## config.mk

```make
export PLATFORM = sky130hd
export DESIGN_NAME = display_scan_ctrl
export DESIGN_NICKNAME = d
export VERILOG_FILES = /design/src/rtl/display_scan_ctrl_pkg.sv /design/src/rtl/display_scan_ctrl_bcd_iter.sv /design/src/rtl/display_scan_ctrl.sv
export SDC_FILE = /design/constraint.sdc
export NUM_CORES = 1
export LEC_CHECK = 0
export CORE_MARGIN = 2
export CORE_UTILIZATION = 25
export DETAILED_ROUTE_END_ITERATION = 6
export PLACE_DENSITY = 0.51
export SYNTH_ARGS = -nofsm -noshare
export SYNTH_HDL_FRONTEND = slang
export SYNTH_SLANG_ARGS = --single-unit
export TNS_END_PERCENT = 20
```

## constraint.sdc

```tcl
create_clock -name clk -period 2.1 [get_ports clk]
set_input_delay 0.42 -clock clk [delete_from_list [all_inputs] [get_ports clk]]
set_output_delay 0.42 -clock clk [all_outputs]
set_load 0.03 [all_outputs]
```

## src/rtl/display_scan_ctrl_pkg.sv

```systemverilog
// Shared constants, segment table and conversion state encoding
// for the multiplexed 4-digit seven-segment display controller.
package display_scan_ctrl_pkg;

  localparam int NUM_DIGITS  = 4;
  localparam int MAX_DISPLAY = 9999;

  localparam logic [6:0] SEG_BLANK = 7'h7F;
  localparam logic [6:0] SEG_DASH  = 7'h3F;

  // Active-low a..g patterns, entry d drives digit d
  localparam logic [9:0][6:0] SEG_TABLE = {
    7'h10, 7'h00, 7'h78, 7'h02, 7'h12,
    7'h19, 7'h30, 7'h24, 7'h79, 7'h40
  };

  typedef enum logic [1:0] {
    IDLE,
    SHIFT,
    COMMIT
  } conv_state_t;

  function automatic logic [6:0] seg_of(
    input logic [3:0] d
  );
    if (d <= 4'd9)
      return SEG_TABLE[d];
    return SEG_BLANK;
  endfunction

endpackage

```

## src/rtl/display_scan_ctrl_bcd_iter.sv

```systemverilog
// Iterative 16-bit double-dabble: one shift/adjust step per cycle.
// done is high during the final step; bcd is valid the cycle after.
import display_scan_ctrl_pkg::*;

module bcd_iter (
  input  logic        clk,
  input  logic        rst,
  input  logic        start,
  input  logic [15:0] bin,
  output logic        done,
  output logic [15:0] bcd
);

  logic        active_q;
  logic [3:0]  cnt_q;
  logic [15:0] bin_q;
  logic [15:0] adj;

  always_comb begin
    adj = bcd;
    for (int i = 0; i < NUM_DIGITS; i++) begin
      if (bcd[4*i +: 4] >= 4'd5)
        adj[4*i +: 4] = bcd[4*i +: 4] + 4'd3;
    end
  end

  assign done = active_q & (cnt_q == 4'd15);

  always_ff @(posedge clk) begin
    if (rst) begin
      active_q <= 1'b0;
      cnt_q    <= '0;
      bin_q    <= '0;
      bcd      <= '0;
    end else if (start) begin
      active_q <= 1'b1;
      cnt_q    <= '0;
      bin_q    <= bin;
      bcd      <= '0;
    end else if (active_q) begin
      bcd      <= {adj[14:0], bin_q[15]};
      bin_q    <= {bin_q[14:0], 1'b0};
      cnt_q    <= cnt_q + 4'd1;
      if (done)
        active_q <= 1'b0;
    end
  end

endmodule

```

## src/rtl/display_scan_ctrl.sv

```systemverilog
// Binary-to-BCD display scanner with per-slot blanking.
// Define DISPLAY_LZB_EN to blank leading zero digits.
import display_scan_ctrl_pkg::*;

module display_scan_ctrl #(
  parameter int PRESCALE     = 50000,
  parameter int BLANK_CYCLES = 1000
) (
  input  logic        clk,
  input  logic        rst,
  input  logic [15:0] value,
  input  logic        load,
  output logic        busy,
  output logic        overflow,
  output logic [6:0]  seven_segment,
  output logic [3:0]  seven_segment_select
);

  localparam int CW = $clog2(PRESCALE);
  localparam logic [CW-1:0] CNT_LAST = CW'(PRESCALE - 1);
  localparam logic [CW-1:0] CNT_LIT  = CW'(PRESCALE - BLANK_CYCLES);

  conv_state_t   state_q;
  logic          start;
  logic          iter_done;
  logic          ovf_pend_q;
  logic [15:0]   bcd_res;
  logic [15:0]   digits_q;
  logic [CW-1:0] scan_cnt_q;
  logic [1:0]    idx_q;
  logic [3:0]    cur_digit;
  logic          lead_zero;
  logic [6:0]    seg_nxt;

  assign start = (state_q == IDLE) & load;

  bcd_iter u_bcd (
    .clk   (clk),
    .rst   (rst),
    .start (start),
    .bin   (value),
    .done  (iter_done),
    .bcd   (bcd_res)
  );

  always_ff @(posedge clk) begin
    if (rst) begin
      state_q    <= IDLE;
      busy       <= 1'b0;
      overflow   <= 1'b0;
      ovf_pend_q <= 1'b0;
      digits_q   <= '0;
    end else begin
      unique case (state_q)
        IDLE: begin
          if (load) begin
            state_q    <= SHIFT;
            busy       <= 1'b1;
            ovf_pend_q <= value > 16'(MAX_DISPLAY);
          end
        end
        SHIFT: begin
          if (iter_done)
            state_q <= COMMIT;
        end
        COMMIT: begin
          state_q  <= IDLE;
          busy     <= 1'b0;
          digits_q <= bcd_res;
          overflow <= ovf_pend_q;
        end
        default: state_q <= IDLE;
      endcase
    end
  end

  always_comb begin
    unique case (idx_q)
      2'd0: cur_digit = digits_q[15:12];
      2'd1: cur_digit = digits_q[11:8];
      2'd2: cur_digit = digits_q[7:4];
      2'd3: cur_digit = digits_q[3:0];
    endcase
    lead_zero = 1'b0;
`ifdef DISPLAY_LZB_EN
    unique case (idx_q)
      2'd0:    lead_zero = digits_q[15:12] == 4'd0;
      2'd1:    lead_zero = digits_q[15:8] == 8'd0;
      2'd2:    lead_zero = digits_q[15:4] == 12'd0;
      default: lead_zero = 1'b0;
    endcase
`endif
    if (overflow)
      seg_nxt = SEG_DASH;
    else if (lead_zero)
      seg_nxt = SEG_BLANK;
    else
      seg_nxt = seg_of(cur_digit);
  end

  // Outputs are registered from the current count so select and segments move together
  always_ff @(posedge clk) begin
    if (rst) begin
      scan_cnt_q           <= '0;
      idx_q                <= '0;
      seven_segment_select <= 4'hF;
      seven_segment        <= SEG_BLANK;
    end else begin
      if (scan_cnt_q == CNT_LAST) begin
        scan_cnt_q <= '0;
        idx_q      <= idx_q + 2'd1;
      end else begin
        scan_cnt_q <= scan_cnt_q + CW'(1);
      end
      if (scan_cnt_q < CNT_LIT) begin
        seven_segment_select <= ~(4'b0001 << idx_q);
        seven_segment        <= seg_nxt;
      end else begin
        seven_segment_select <= 4'hF;
        seven_segment        <= SEG_BLANK;
      end
    end
  end

endmodule

```

Word level (Yosys, flattened, before mapping)
Memories as Yosys holds them, arrays and structs flattened.
Index checks and enable logic that the tools add are counted.
{"block": "totals", "regBits": 87, "latch_bits": 0, "mem_bits_rw": 0, "romBits": 112, "input_bits": 19, "out_inout_bits": 13, "wordCells": 77, "mem_count": 1}
{"memory": "(name not given)", "words": 16, "word_bits": 7, "read_ports": 1, "rd_ports_with_merged_regs": 0, "wr": 0, "line": "display_scan_ctrl_pkg.sv:27", "source": "return SEG_TABLE[d];"}
{"block": "op_classes", "n_addsub": 7, "mul": 0, "div_mod_pow": 0, "n_lt_le_gt_ge": 8, "n_eq_ne": 9, "shift": 1, "muxes": 21, "bitwise_logic": 5, "n_reduce_logical": 11}
{"op": "two-way mux 16 bit", "n": 2}
{"op": "two-way mux 7 bit", "n": 4}
{"op": "adder 16 x 1 -> 16 bit (second input constant)", "n": 1}
{"op": "equality test 16 bit (second input constant)", "n": 1}
{"op": "greater-or-equal comparator 4 x 3 -> 1 bit (second input constant)", "n": 4}
{"op": "> comparator 16 x 14 -> 1 bit (second input constant)", "n": 1}
{"op": "< comparator 16 bit (second input constant)", "n": 1}
{"op": "one-hot mux 4 bit (4 select lines)", "n": 1}
{"op": "adder 4 x 2 -> 4 bit (second input constant)", "n": 3}
{"op": "two-way mux 4 bit", "n": 3}
{"op": "equality test 2 bit (second input constant)", "n": 3}
{"op": "two-way mux 1 bit", "n": 6}
{"op": "AND reduction 2 bit", "n": 3}
{"op": "OR reduction 2 bit", "n": 3}
{"op": "< comparator 4 x 5 -> 1 bit (second input constant)", "n": 1}
{"op": "adder 4 x 1 -> 4 bit (second input constant)", "n": 1}
{"op": "equality test 2 x 1 -> 1 bit (second input constant)", "n": 2}
{"op": "equality test 4 bit (second input constant)", "n": 1}
{"op": "less-or-equal comparator 4 bit (second input constant)", "n": 1}
{"op": "zero test 2 bit", "n": 2}
{"op": "two-way mux 2 bit", "n": 2}
{"op": "!= test 2 bit (second input constant)", "n": 2}
{"op": "NOT 4 bit", "n": 1}
{"op": "one-hot mux 2 bit (2 select lines)", "n": 1}
{"op": "9 further kinds", "n": 12}

Depth between registers and ports, before layout
{"block": "depth", "depth_word": 7, "depth_mapped": 12, "depth_no_buf": 12}

Modules after synthesis
Synthesis repeated with hierarchy kept, for this count alone.
{"block": "unflattened", "cells_unflattened": 490, "hier_area_um2": 4239.1}
{"mod": "display_scan_ctrl", "instances": 1, "cells_per_inst": 268, "area_each_um2": 2230.9}
{"mod": "bcd_iter", "instances": 1, "cells_per_inst": 222, "area_each_um2": 2008.2}

Worst setup path after synthesis
OpenSTA, ideal clock, no wires.
{"block": "synth_timing", "path_kind": "register to register", "start": "register idx_q[0]", "end": "register seven_segment[5]", "arrival_ns": 2.053, "slack_ns": -0.074, "stages_incl_launch_ff": 12, "n_path_buf": 0, "path_cell_list": "dfxtp_1 > inv_1 > ha_1 > a22oi_1 > nand2_1 > mux2i_1 > inv_1 > ha_1 > a211oi_1 > nor2_1 > a221oi_1 > o21ai_1"}
{"block": "synth_via", "elab_chain_len": 7}
{"item": "from (decl)", "line": "display_scan_ctrl.sv:30", "source": "logic [1:0] idx_q;"}
{"item": "from (signal assigned)", "line": "display_scan_ctrl.sv:111", "source": "idx_q <= idx_q + 2'd1;"}
{"item": "equality test 2 bit (tied with other cells)", "line": "display_scan_ctrl.sv:78", "source": "unique case (idx_q)"}
{"item": "one-hot mux 4 bit (4 select lines) (*)", "line": "display_scan_ctrl.sv:78"}
{"item": "less-or-equal comparator 4 bit", "line": "display_scan_ctrl_pkg.sv:26", "source": "if (d <= 4'd9)"}
{"item": "two-way mux 1 bit", "line": "display_scan_ctrl_pkg.sv:26"}
{"item": "two-way mux 1 bit", "line": "display_scan_ctrl.sv:93", "source": "if (overflow)"}
{"item": "NOT 1 bit (no source line)"}
{"item": "OR reduction 4 bit (no source line)"}
{"item": "to (signal assigned)", "line": "display_scan_ctrl.sv:117", "source": "seven_segment <= seg_nxt;"}
{"item": "to (decl)", "line": "display_scan_ctrl.sv:15", "source": "output logic [6:0] seven_segment,"}
Mark *: on every way between the ends. The rest lies on a longest branch, timed or not. The select of a mux whose other input is x is not followed.
A chain may end at the register's enable or synchronous reset.

Final worst setup path
{"block": "layout_timing", "start": "register idx_q[0]", "end": "register seven_segment[0]"}
Same word-level chain as after synthesis.

==> impl_metrics.tcl <==
set metrics [dict create \
    stdcell_count 735 \
    grt_pass1_wl_um 14500 \
    grt.total_usage_pct 10.2 \
    cp_max_fo 4 \
    yosysTopAreaCellShare_pct 43.1 \
    r2r-end "seven_segment[0]$_SDFF_PP1_" \
    drcViolationCount 0 \
    status "complete, but fails checks" \
    synth_warnings 0 \
    cp_common_cell "ha_4" \
    synth_edf_count 0 \
    grt_overflow 0 \
    p_per_area_nw_per_um2 709 \
    first_iter_violations 182 \
    worst_setup_path_end_kind "register" \
    max_stage_delay_ns 0.38 \
    min-delay-start "scan_cnt_q[0]$_SDFF_PP0_" \
    yosys-top-cells-count "dfxtp_1, nand2_1, nor2_1" \
    antenna_left 0 \
    clk_latency_ns 0.34 \
    min_path_type "reg2reg" \
    rsz0062_at_grt "true" \
    period_share_pct 101 \
    min_period_ns 2.12 \
    die_w_um 131 \
    place_congestion 0.780 \
    reg2reg_from "idx_q[0]$_SDFFE_PP0P_" \
    max_slew_margin_pct 57.4 \
    htree_levels 3 \
    max-vdd-ir-drop_v 0.000442 \
    die_y_um 131 \
    synth.most_common_cell "dfxtp_1" \
    finalSetupViolCount 2 \
    finalHoldViolations 0 \
    numCtsBuffers 9 \
    rows 46 \
    path_clk_slew_ns 0.06 \
    antenna_cells 0 \
    portBuffers 31 \
    ios 32 \
    num_vias 3279 \
    violations "setup timing" \
    final_core_util_pct 33.1 \
    dieArea_um2 17200 \
    clock_skew_ns 0.00733 \
    synth.area.top_cells "dfxtp_1, mux2i_1, ha_1, nand2_1, nor2_1" \
    multiInputGateArea_um2 2270 \
    first_pass_iters 4 \
    start_kind "register" \
    tns_ns -0.0401 \
    syn_inst 460 \
    fin_ws_ns -0.0237 \
    fillerInstances 1594 \
    dpl.hpwl_um 6050 \
    post_dp_cell_area_um2 4760 \
    maxCapViolations 0 \
    antenna_found_initial 0 \
    nets 554 \
    grt_max_degree 25 \
    worst_pin_slew_ns 0.639 \
    avgSynthCellArea_um2 8.78 \
    critPathArrivalTime_ns 2.36 \
    syn_nets 499 \
    dp.cells 715 \
    via_per_inst 4.46 \
    synth_area_leader_cell "dfxtp_1" \
    regToRegSetupSlack_ns -0.02 \
    ys_ff_latch 87 \
    whs_endpoint "scan_cnt_q[0]$_SDFF_PP0_" \
    slew_violations 0 \
    synth_cell_types 49 \
    p_leak_nw 1.95 \
    clock.fmax_mhz 471 \
    whs_path_depth 1 \
    cts.sinks 87 \
    worstSetupPathType "reg2reg" \
    layout.area.seq_um2 1750 \
    initial_utilization_pct 25.5 \
    drt_wl_total_um 8670 \
    async_flop_share_pct 0 \
    syn-cell-area_um2 4040 \
    routedWlPerCell_um 11.8 \
    cp.required_ns 2.33 \
    cts_tree "built" \
    yosysSeqAreaShare_pct 43.1 \
    crit_slowest_cell "dfxtp_2" \
    drive_gt1_share_pct 16.2 \
    r2r_cells 11 \
    synth_ff_type "dfxtp_1" \
    root_buffer "clkbuf_16" \
    cp_cell_sequence "inv_4 -> ha_4 -> a22oi_2 -> nand2_2 -> mux2_4 -> ha_4 -> nor2b_4 -> a211oi_2 -> nor2_1 -> a221oi_2 -> o21ai_1" \
    design_area_um2 5250 \
    grt_pass1_vias 3027 \
    clockBufferDepth 2 \
    syn_to_final_growth_pct 29.9 \
    core_um2 15800 \
]
cell families (layout without fill, tap and decap cells):
family          count (synthesis)  count (layout)  synth area share [%]
fa+ha+maj                      20              20                  6.20
simple gates                  175             175                  20.1
mux                            28              28                  7.00
flops                          87              87                  43.1
compound gates                 87              87                  14.5
xor+xnor                       25              25                  5.42
buf+inv                        38              97                  3.66
placed cells by master (no fill, tap or decap), types with 2 or more instances in the layout:
| cell | count |
|---|---|
| o211ai_1 | 4 |
| nand2_2 | 3 |
| xnor2_1 | 16 |
| nand3_1 | 14 |
| dfxtp_1 | 84 |
| buf_4 | 34 |
| clkinv_4 | 2 |
| nor4b_1 | 3 |
| nor3_1 | 2 |
| mux2i_1 | 25 |
| nand3b_1 | 2 |
| o21ai_1 | 3 |
| inv_1 | 14 |
| a21oi_1 | 34 |
| bufinv_16 | 2 |
| ha_4 | 4 |
| nor2_1 | 56 |
| dfxtp_2 | 2 |
| nand2b_1 | 15 |
| a221oi_2 | 2 |
| o21ai_0 | 9 |
| ha_1 | 15 |
| a22oi_2 | 2 |
| and3_1 | 5 |
| clkdlybuf4s50_1 | 31 |
| nand2_1 | 57 |
| a22o_1 | 2 |
| clkbuf_16 | 9 |
| a211oi_1 | 16 |
| a21o_1 | 4 |
| xor2_1 | 9 |
| nand4_1 | 5 |
final cells by class:
cell class / count / area share (%)
multi-input cells: 335 / 43.3
well taps: 216 / 5.15
clock inverters: 5 / 1.57
flip-flops and latches: 87 / 33.3
clock buffers: 10 / 4.56
inverters: 17 / 1.34
repair buffers: 65 / 10.8
sequential cells by signal, indices dropped and copies added (netlist names):
signal                count
busy                      1
digits_q                 16
idx_q                     2
overflow                  1
ovf_pend_q                1
scan_cnt_q               16
seven_segment             7
seven_segment_select      4
state_q                   2
u_bcd.active_q            1
u_bcd.bcd                16
u_bcd.bin_q              16
u_bcd.cnt_q               4
how the worst max path moves through the flow:
| stage | end | from | slack [ns] | depth (start not counted) |
|---|---|---|---|---|
| 3_5_place_dp | ovf_pend_q$_SDFFE_PP0P_ | value[6] | -0.23 | 5 |
| 6_report | seven_segment[0]$_SDFF_PP1_ | idx_q[0]$_SDFFE_PP0P_ | -0.02 | 11 |
| 3_3_place_gp | ovf_pend_q$_SDFFE_PP0P_ | value[7] | -0.23 | 5 |
| 4_1_cts | seven_segment[4]$_SDFF_PP1_ | idx_q[0]$_SDFFE_PP0P_ | -0.06 | 10 |
| 2_1_floorplan | seven_segment[5]$_SDFF_PP1_ | idx_q[0]$_SDFFE_PP0P_ | -0.005 | 11 |
| 5_1_grt | seven_segment[5]$_SDFF_PP1_ | idx_q[0]$_SDFFE_PP0P_ | -0.14 | 12 |
per-stage QoR:
stage	total power (W)	worst slack, ns	hold WS, ns
finish	0.00372	-0.0237	0.452
global route	0.00386	-0.141	0.490
CTS	0.00377	-0.0635	0.457
detailed placement	0.00203	-0.229	0.443
global placement	0.00203	-0.227	0.428
floorplan	0.00193	-0.00450	0.413
where the power goes:
part | total [W] | leakage, nW | switching, W | internal (W)
Sequential | 0.00174 | 0.711 | 0.0000368 | 0.00170
Clock | 0.00172 | 0.159 | 0.000655 | 0.00107
Combinational | 0.000258 | 1.08 | 0.000129 | 0.000128
Total | 0.00372 | 1.95 | 0.000821 | 0.00290
routing by layer:
layer | wire length, um | global-route usage (%) | vias up
li1 | - | - | 1687
met1 | 4170 | 13.3 | 1529
met2 | 4080 | 16.2 | 53
met3 | 279 | 3.01 | 10
met4 | 137 | 3.62 | 0
met5 | 0 | 0 | -
critical path, delay by kind of cell, from the launching register on:
kind            cells  cell delay [ns]
fa+ha+maj           2             0.36
flops               1             0.38
compound gates      4             0.64
buf+inv             1             0.05
simple gates        3             0.27
mux                 1             0.30
repair_timing:
| item | CTS | global route |
|---|---|---|
| endpoints found under the setup margin | 5 | 6 |
| hold buffers | 0 | 0 |
| setup buffers | 1 | 4 |
| pin swaps | 1 | 10 |
| resized for setup | 3 | 26 |
(Power assumes the default switching activity.)
